**config.mk**
```make
export PLATFORM = sky130hd
export DESIGN_NAME = fetch_queue
export DESIGN_NICKNAME = d
export VERILOG_FILES = /design/src/rtl/fetch_pkg.sv /design/src/rtl/fetch_fifo.sv /design/src/rtl/fetch_queue.sv
export SDC_FILE = /design/constraint.sdc
export NUM_CORES = 1
export LEC_CHECK = 0
export ABC_AREA = 1
export ABC_CLOCK_PERIOD_IN_PS = 11350
export CORE_MARGIN = 5
export CORE_UTILIZATION = 60
export CTS_BUF_LIST = sky130_fd_sc_hd__clkbuf_8
export CTS_CLUSTER_DIAMETER = 100
export DETAILED_ROUTE_END_ITERATION = 16
export GPL_ROUTABILITY_DRIVEN = 0
export PLACE_DENSITY_LB_ADDON = 0.1
export SYNTH_ARGS = -nofsm -noshare
export SYNTH_HDL_FRONTEND = slang
export SYNTH_SLANG_ARGS = --single-unit
```
**constraint.sdc**
```tcl
create_clock -name clk -period 11.35 [get_ports clk]
set_input_delay 1.135 -clock clk [delete_from_list [all_inputs] [get_ports clk]]
set_output_delay 1.135 -clock clk [all_outputs]
set_load 0.01 [all_outputs]
```
**src/rtl/fetch_pkg.sv**
```systemverilog
// rtl/fetch_pkg.sv - shared types, constants and helpers for the instruction fetch queue
package fetch_pkg;

    localparam logic [6:0]  OP_JAL        = 7'b1101111;
    localparam logic [31:0] NOP_INSTR_DEF = 32'h0000_0013;

    typedef enum logic [1:0] {
        RUN,
        FULL,
        DISCARD
    } fetch_state_t;

    typedef struct packed {
        logic [31:0] pc;
        logic [31:0] instr;
    } fetch_entry_t;

    // Sign-extended J-type immediate (imm[20|10:1|11|19:12], bit 0 implied zero)
    function automatic logic [31:0] j_imm(input logic [31:0] instr);
        return {{12{instr[31]}}, instr[19:12], instr[20], instr[30:21], 1'b0};
    endfunction

endpackage

```
**src/rtl/fetch_fifo.sv**
```systemverilog
// rtl/fetch_fifo.sv - DEPTH-entry {pc, instr} FIFO with flush and zero-latency head read
module fetch_fifo
    import fetch_pkg::*;
#(
    parameter int          DEPTH     = 4,
    parameter logic [31:0] NOP_INSTR = NOP_INSTR_DEF
) (
    input  logic         clk,
    input  logic         rst_n,
    input  logic         push,
    input  logic         pop,
    input  logic         flush,
    input  fetch_entry_t wr_entry,
    output logic         full,
    output logic         empty,
    output logic [31:0]  head_instr,
    output logic [31:0]  head_pc
);

    localparam int AW = $clog2(DEPTH);

    fetch_entry_t    mem [DEPTH];
    logic [AW:0]     wr_ptr;
    logic [AW:0]     rd_ptr;
    logic [31:0]     last_pc;
    fetch_entry_t    head;

    assign full  = (wr_ptr[AW] != rd_ptr[AW]) && (wr_ptr[AW-1:0] == rd_ptr[AW-1:0]);
    assign empty = (wr_ptr == rd_ptr);
    assign head  = mem[rd_ptr[AW-1:0]];

    // Pointer and last-popped-PC bookkeeping; flush wins over push/pop
    always_ff @(posedge clk or negedge rst_n) begin
        if (!rst_n) begin
            wr_ptr  <= '0;
            rd_ptr  <= '0;
            last_pc <= '0;
        end else if (flush) begin
            wr_ptr <= '0;
            rd_ptr <= '0;
        end else begin
            if (push) begin
                wr_ptr <= wr_ptr + 1'b1;
            end
            if (pop) begin
                rd_ptr  <= rd_ptr + 1'b1;
                last_pc <= head.pc;
            end
        end
    end

    // Entry storage; contents are qualified by the pointers so no reset is needed
    always_ff @(posedge clk) begin
        if (push && !flush) begin
            mem[wr_ptr[AW-1:0]] <= wr_entry;
        end
    end

    // Head presentation: NOP and the last consumed PC when nothing is queued
    always_comb begin
        head_instr = NOP_INSTR;
        head_pc    = last_pc;
        if (!empty) begin
            head_instr = head.instr;
            head_pc    = head.pc;
        end
    end

endmodule

```
**src/rtl/fetch_queue.sv**
```systemverilog
// rtl/fetch_queue.sv - instruction fetch front end (I-bus driver, FIFO, decode head); optional FETCH_JAL_EARLY_EN
module fetch_queue
    import fetch_pkg::*;
#(
    parameter int          DEPTH     = 4,
    parameter logic [31:0] RESET_PC  = 32'h0000_0000,
    parameter logic [31:0] NOP_INSTR = NOP_INSTR_DEF
) (
    input  logic        clk,
    input  logic        rst,
    input  logic        iready_n,
    input  logic [31:0] idata,
    output logic [31:0] iaddr,
    input  logic        keep,
    input  logic        nop,
    input  logic        branch_PC_contral,
    input  logic [31:0] branch_PC,
    output logic [31:0] Instraction_pype,
    output logic [31:0] PC_pype0,
    output logic [31:0] PCp4_pype0,
    output logic        inst_valid,
    output logic [4:0]  fornop_register1_pype,
    output logic [4:0]  fornop_register2_pype
);

    fetch_state_t state;
    fetch_state_t state_nxt;
    logic [31:0]  fetch_pc;
    logic [31:0]  fetch_pc_nxt;
    logic         full;
    logic         empty;
    logic         flush;
    logic         pop;
    logic         push;
    logic         jal_taken;
    logic [31:0]  seq_pc;
    logic [31:0]  head_instr;
    logic [31:0]  head_pc;
    fetch_entry_t wr_entry;

    // A redirect or squash cancels both ends of the queue for this cycle
    assign flush    = branch_PC_contral || nop;
    assign pop      = !empty && !keep && !flush;
    assign push     = (state == RUN) && !iready_n && (!full || pop) && !flush;
    assign wr_entry = '{pc: fetch_pc, instr: idata};

`ifdef FETCH_JAL_EARLY_EN
    assign jal_taken = push && (idata[6:0] == OP_JAL);
    assign seq_pc    = jal_taken ? (fetch_pc + j_imm(idata)) : (fetch_pc + 32'd4);
`else
    assign jal_taken = 1'b0;
    assign seq_pc    = fetch_pc + 32'd4;
`endif

    fetch_fifo #(
        .DEPTH     (DEPTH),
        .NOP_INSTR (NOP_INSTR)
    ) u_fifo (
        .clk        (clk),
        .rst_n      (rst),
        .push       (push),
        .pop        (pop),
        .flush      (flush),
        .wr_entry   (wr_entry),
        .full       (full),
        .empty      (empty),
        .head_instr (head_instr),
        .head_pc    (head_pc)
    );

    // State and fetch PC registers
    always_ff @(posedge clk or negedge rst) begin
        if (!rst) begin
            state    <= RUN;
            fetch_pc <= RESET_PC;
        end else begin
            state    <= state_nxt;
            fetch_pc <= fetch_pc_nxt;
        end
    end

    // Next state / next fetch PC; redirect outranks squash, which outranks normal flow
    always_comb begin
        state_nxt    = state;
        fetch_pc_nxt = fetch_pc;
        if (branch_PC_contral) begin
            fetch_pc_nxt = branch_PC & ~32'h3;
            state_nxt    = DISCARD;
        end else if (!nop) begin
            case (state)
                RUN: begin
                    if (push) begin
                        fetch_pc_nxt = seq_pc;
                    end
                    if (jal_taken) begin
                        state_nxt = DISCARD;
                    end else if (full && !pop) begin
                        state_nxt = FULL;
                    end
                end
                FULL: begin
                    if (!(full && !pop)) begin
                        state_nxt = RUN;
                    end
                end
                DISCARD: begin
                    state_nxt = RUN;
                end
                default: begin
                    state_nxt = RUN;
                end
            endcase
        end
    end

    assign iaddr                 = fetch_pc;
    assign inst_valid            = !empty;
    assign Instraction_pype      = head_instr;
    assign PC_pype0              = head_pc;
    assign PCp4_pype0            = head_pc + 32'd4;
    assign fornop_register1_pype = head_instr[19:15];
    assign fornop_register2_pype = head_instr[24:20];

endmodule
```
; ---- Word-level counts from Yosys, hierarchy flattened
; Memory sizes are Yosys's and may differ from the RTL's.
; Cells that the tools add are included.
[totals]
register_bits = 72
ram_bits = 256
out_inout_bits = 139
wordCells = 59
n_memories = 1
in_bits = 70
[mem_list]
columns = name, depth, width, rd, rd_ports_with_merged_regs, wr, line_no
row1 = u_fifo.mem, 4, 64, 1, 0, 1, fetch_fifo.sv:22  ; fetch_entry_t mem [DEPTH];
[op_classes]
n_reduce_logical = 24
add_sub_neg = 4
n_bitwise = 1
eq_ne = 7
n_mux = 17
[op_table]
columns = operator, n
row1 = $mux 32, 6
row2 = $add 32x3->32 const B, 2
row3 = $mux 3, 4
row4 = $logic_and 1x1->1, 8
row5 = $mux 2, 4
row6 = $reduce_bool 2->1, 4
row7 = $add 3x1->3 const B, 2
row8 = $logic_not 1->1, 6
row9 = $reduce_and 3->1, 2
row10 = $pmux 2 s2, 1
row11 = $eq 3x3->1, 1
row12 = $ne 3x2->1 const B, 1
row13 = $ne 3x3->1 const B, 1
row14 = $eq 2x1->1 const B, 1
row15 = $eq 2x2->1, 1
row16 = $logic_not 2->1, 1
row17 = $logic_or 1x1->1, 2
row18 = $mux 1, 2
row19 = $ne 2x1->1 const B, 1
row20 = $reduce_and 2->1, 1
row21 = $ne 1x1->1, 1
row22 = $not 1->1, 1

; ---- Depth between registers and ports, before layout
[depth]
ltp_word = 11
mapped_depth = 17
mapped_depth_nobuf = 15

; ---- Cells and area by module
; Synthesis repeated with hierarchy kept, for this count alone.
[hier_totals]
hier_cells = 1758
area_unflattened_um2 = 15721.3
[by_module_without_submodules]
columns = module, cells_each, seq_area_each_um2, area_each_um2, instances
row1 = fetch_fifo, 1235, 8638.3, 12543.3, 1
row2 = fetch_queue, 523, 800.8, 3178.0, 1

; ---- Least setup slack after synthesis
; Ideal clock, no wire load.
[synth_timing]
path_kind = input port to flip-flop
startpoint = input nop
endpoint = memory u_fifo.mem[0][0] (netlist name) (enable)
slack_ns = 6.365
path_buffers = 0
stages = 5
setup_ns = 0.482
t_required_ns = 10.868
t_arrival_ns = 4.502
cell_sequence = nor2_1 -> nand3_4 -> nand4_1 -> nand3_2 -> nor2_1
[synth_via]
elab_chain_len = 9
[synth_rtl]
columns = item, line_no
row1 = "start, declared", fetch_queue.sv:15  ; input logic nop,
row2 = $logic_or 1x1->1 *, fetch_queue.sv:42  ; assign flush = branch_PC_contral || nop;
row3 = $logic_not 1->1 *, "fetch_fifo.sv:54, fetch_queue.sv:43, fetch_queue.sv:44"
row4 = $logic_and 1x1->1, fetch_queue.sv:43  ; assign pop = !empty && !keep && !flush;
row5 = $logic_or 1x1->1, fetch_queue.sv:44  ; assign push = (state == RUN) && !iready_n && (!full || pop) && !flush;
row6 = $logic_and 1x1->1 (2 in a row), fetch_queue.sv:44
row7 = $logic_and 1x1->1 *, fetch_fifo.sv:54  ; if (push && !flush) begin
row8 = $mux 1 *, fetch_fifo.sv:54
row9 = $mux 1 (implied by the code) *, fetch_fifo.sv:55  ; mem[wr_ptr[AW-1:0]] <= wr_entry;
row10 = "end, declared", fetch_fifo.sv:22
; Every way passes the cells marked *; elsewhere a longest branch is shown, timed or not.

; ---- Worst setup path in the final report
[layout_timing]
startpoint = register u_fifo.rd_ptr[0]
endpoint = output PCp4_pype0[20]
[layout_via]
elab_chain_len = 3
word_cells_on_any_way = 4
classes_between = 1 x add/sub / 1 x eq/ne / 1 x mux / 1 x memory
[layout_rtl]
columns = item, line_no
row1 = "start, declared", fetch_fifo.sv:24  ; logic [AW:0] rd_ptr;
row2 = "start signal, assigned", fetch_fifo.sv:46  ; rd_ptr <= rd_ptr + 1'b1;
row3 = $mem_v2 4x64 / $eq 3x3->1 (equally long branches), -
row4 = $mux 32 *, fetch_fifo.sv:63  ; if (!empty) begin
row5 = $add 32x3->32 *, fetch_queue.sv:120  ; assign PCp4_pype0 = head_pc + 32'd4;
row6 = "end, declared", fetch_queue.sv:20  ; output logic [31:0] PCp4_pype0,
; Marked as above.

==> impl_metrics.ini <==
[cells_and_area]
drive_gt1_share_pct = 9.10
final_cell_mix = nand2_1, edfxtp_1, clkdlybuf4s50_1
nNetsFinal = 1873
area_growth_pct = 19.4
final_common_cell = nand2_1
fin_cells = 2166
num_antenna_cells = 0

[routing]
firstDrtPassIters = 5
wirelength_met1_um = 15300
drt_iter0_markers = 896
dr_total_vias = 11660
maxUsedRoutingLayer = met4
drc = 0
route.met3.wl_um = 3170
met2_length_um = 16900
postRouteAntennaNets = 0
avgRoutedWirePerCell_um = 16.7
viasPerCell = 5.38
wirelength_um = 36100

[pwr]
p_per_area_nw_per_um2 = 149
power_w = 0.00272
leakagePower_nw = 7.52
vdd_drop_max_mv = 0.138

[setup_path]
worst-setup-path-type = flop to output pin
r2r_start = u_fifo.rd_ptr[0]$_DFFE_PN0P_
arrival_ns = 5.33
r2r-end = u_fifo.mem[3][63]$_DFFE_PP_
cp-end-kind = output pin
startpoint = u_fifo.rd_ptr[0]$_DFFE_PN0P_
cp-start-kind = flop
r2r_slack_ns = 5.92
cp.required_ns = 10.22
critPathCapture = PCp4_pype0[20]
crit_fanout = 127
rr_worst_depth = 9

[clock_network]
post-cts-setup-buffers = 0
clk-insertion-delay-late_ns = 0.56
clkSlewWorstSetupHoldPaths_ns = 0.06
cts_root_buf = clkbuf_8
ctsHoldBuffers = 0
clockBufferDepth = 3
cts-htree-levels = 2
cts.sinks = 316
cts_tree = done
ctsResizeCount = 0
cts_buffers = 49

[worst_hold_path]
hold_path_class = flop to flop

[die]
die_area_um2 = 28800
die_x_um = 170
ios = 209
initial_core_util_pct = 60.9
fp.dieH_um = 170
rows = 58
coreArea_um2 = 25200

[logic_synthesis]
synth_compound_area_share_pct = 4.95
yosys.area_share.simple_pct = 26.0
postSynthCellCount = 1620
synth.avg_cell_area_um2 = 9.46
yosys-mux-area-fraction_pct = 0.0653
yosys.area.top_type = edfxtp_1
seq_area_frac_synth_pct = 59.7
ys_seq_elements = 316
yosys.area_share.xor_xnor_pct = 1.77
synth_top_family_by_area = simple AND/OR/NAND/NOR gates
syn-cell-area_um2 = 15300
yosysUniqueCellTypes = 43
synth_fa_ha_area_share_pct = 0.571
synth_top_area_share_pct = 48.6
yosysWarnings = 0
synthTopCellsByArea = edfxtp_1, nand2_1, dfrtp_1, nor2_1, inv_1

[timing]
slew_headroom_pct = 34.4
finalCritPeriodShare_pct = 57.0
setup_viol = 0
slew_viol_final = 0
worstMarginPinSlew_ns = 0.984
hold_viol = 0
fin_setup_tns_ns = 0
post-route-min-period_ns = 6.47
fmax_mhz = 155
finClkSkew_ns = 0.0152
hold_ws_ns = 0.481
grt_setup_unrepaired = false

[global_route]
grt_pass1_wl_um = 57900
grt_usage_pct = 25.0
antenna_found_initial = 0
globalRouteOverflowTotal = 0
grt_max_degree = 128
grt_pass1_vias = 11360

[placement]
dp_hpwl_um = 22500
dp_cells = 2075
buffer_ports.inserted = 200

[flow_run]
maxCapViolations = 0

[status]
status = complete, no violations
## synthesized netlist by cell type (all sizes together)
| cell type | instances |
|---|---|
| nor3 | 15 |
| o22ai | 29 |
| mux2i | 1 |
| nor2 | 144 |
| a21oi | 2 |
| nand3b | 8 |
| a31oi | 1 |
| o21ai | 99 |
| o211ai | 3 |
| conb | 1 |
| o31ai | 1 |
| buf | 59 |
| nand3 | 70 |
| nand4 | 34 |
| dfrtp | 68 |
| nand2 | 630 |
| inv | 122 |
| nor3b | 2 |
| or2 | 7 |
| ha | 7 |
| clkbuf | 32 |
| a32o | 1 |
| edfxtp | 248 |
| and2 | 1 |
| xor2 | 23 |
| o221ai | 3 |
| nor4 | 1 |
| xnor2 | 8 |
## metal layers
metal / vias to the layer above / global-route usage, %
met1: 5501 / 34.5
li1: 5652 / -
met3: 60 / 5.71
met5: - / 0
met2: 447 / 40.4
met4: 0 / 7.14
## worst min path at each step
stage	start	to	slack (ns)	cells past startpoint
CTS	u_fifo.last_pc[21]$_DFFE_PN0P_	u_fifo.last_pc[21]$_DFFE_PN0P_	0.48	2
finish	u_fifo.last_pc[28]$_DFFE_PN0P_	u_fifo.last_pc[28]$_DFFE_PN0P_	0.48	2
floorplan	u_fifo.last_pc[2]$_DFFE_PN0P_	u_fifo.last_pc[2]$_DFFE_PN0P_	0.45	2
global route	u_fifo.last_pc[24]$_DFFE_PN0P_	u_fifo.last_pc[24]$_DFFE_PN0P_	0.50	2
global placement	u_fifo.last_pc[10]$_DFFE_PN0P_	u_fifo.last_pc[10]$_DFFE_PN0P_	0.46	2
detailed placement	u_fifo.last_pc[24]$_DFFE_PN0P_	u_fifo.last_pc[24]$_DFFE_PN0P_	0.47	2
## worst max-delay path: stages (launching register included)
cell	delay, ns
dfrtp_4	0.75
inv_8	0.63
nand2_4	0.08
nand2_4	0.36
nand3_4	0.80
or2_2	0.61
nand2_2	0.12
inv_1	0.09
ha_1	0.22
inv_1	0.09
nor2_1	0.06
nand2_2	0.13
nor2_4	0.07
nand2_1	0.06
nand2_1	0.05
nand2_1	0.06
clkdlybuf4s50_1	0.53
## registers in the layout, summed over array words and instances, names as in the netlist
register,flops
iaddr,30
state,2
u_fifo.last_pc,30
u_fifo.mem,248
u_fifo.rd_ptr,3
u_fifo.wr_ptr,3
## report_power, final
part | internal, W | total (W) | switching, W
Clock | 0.000535 | 0.000959 | 0.000424
Sequential | 0.00130 | 0.00136 | 0.0000561
Combinational | 0.000196 | 0.000405 | 0.000208
Total | 0.00203 | 0.00272 | 0.000689
## stage by stage
stage / cell area [um2] / utilization (%) / worst slack (ns)
after detailed placement: 17300 / 68.6 / 5.44
after CTS: 18300 / 72.7 / 4.84
after global placement: 17300 / 68.6 / 5.49
after global routing: 18300 / 72.7 / 4.49
after floorplan: 15300 / - / 6.37
final: 18300 / 72.7 / 4.88
## cells by family after synthesis
kind of cell,count (synthesis)
mux,1
fa+ha+maj,7
flops,316
simple gates,912
xor+xnor,31
compound gates,139
other cells,1
buf+inv,213
## area by class of cell
cell class              count  area [um2]
flip-flops and latches    316        9150
clock inverters            33         224
fillers                  1826        6880
well taps                 330         413
multi-input cells        1096        5170
inverters                 122         465
clock buffers              58         798
repair buffers            211        2080
(Power assumes the default switching activity.)
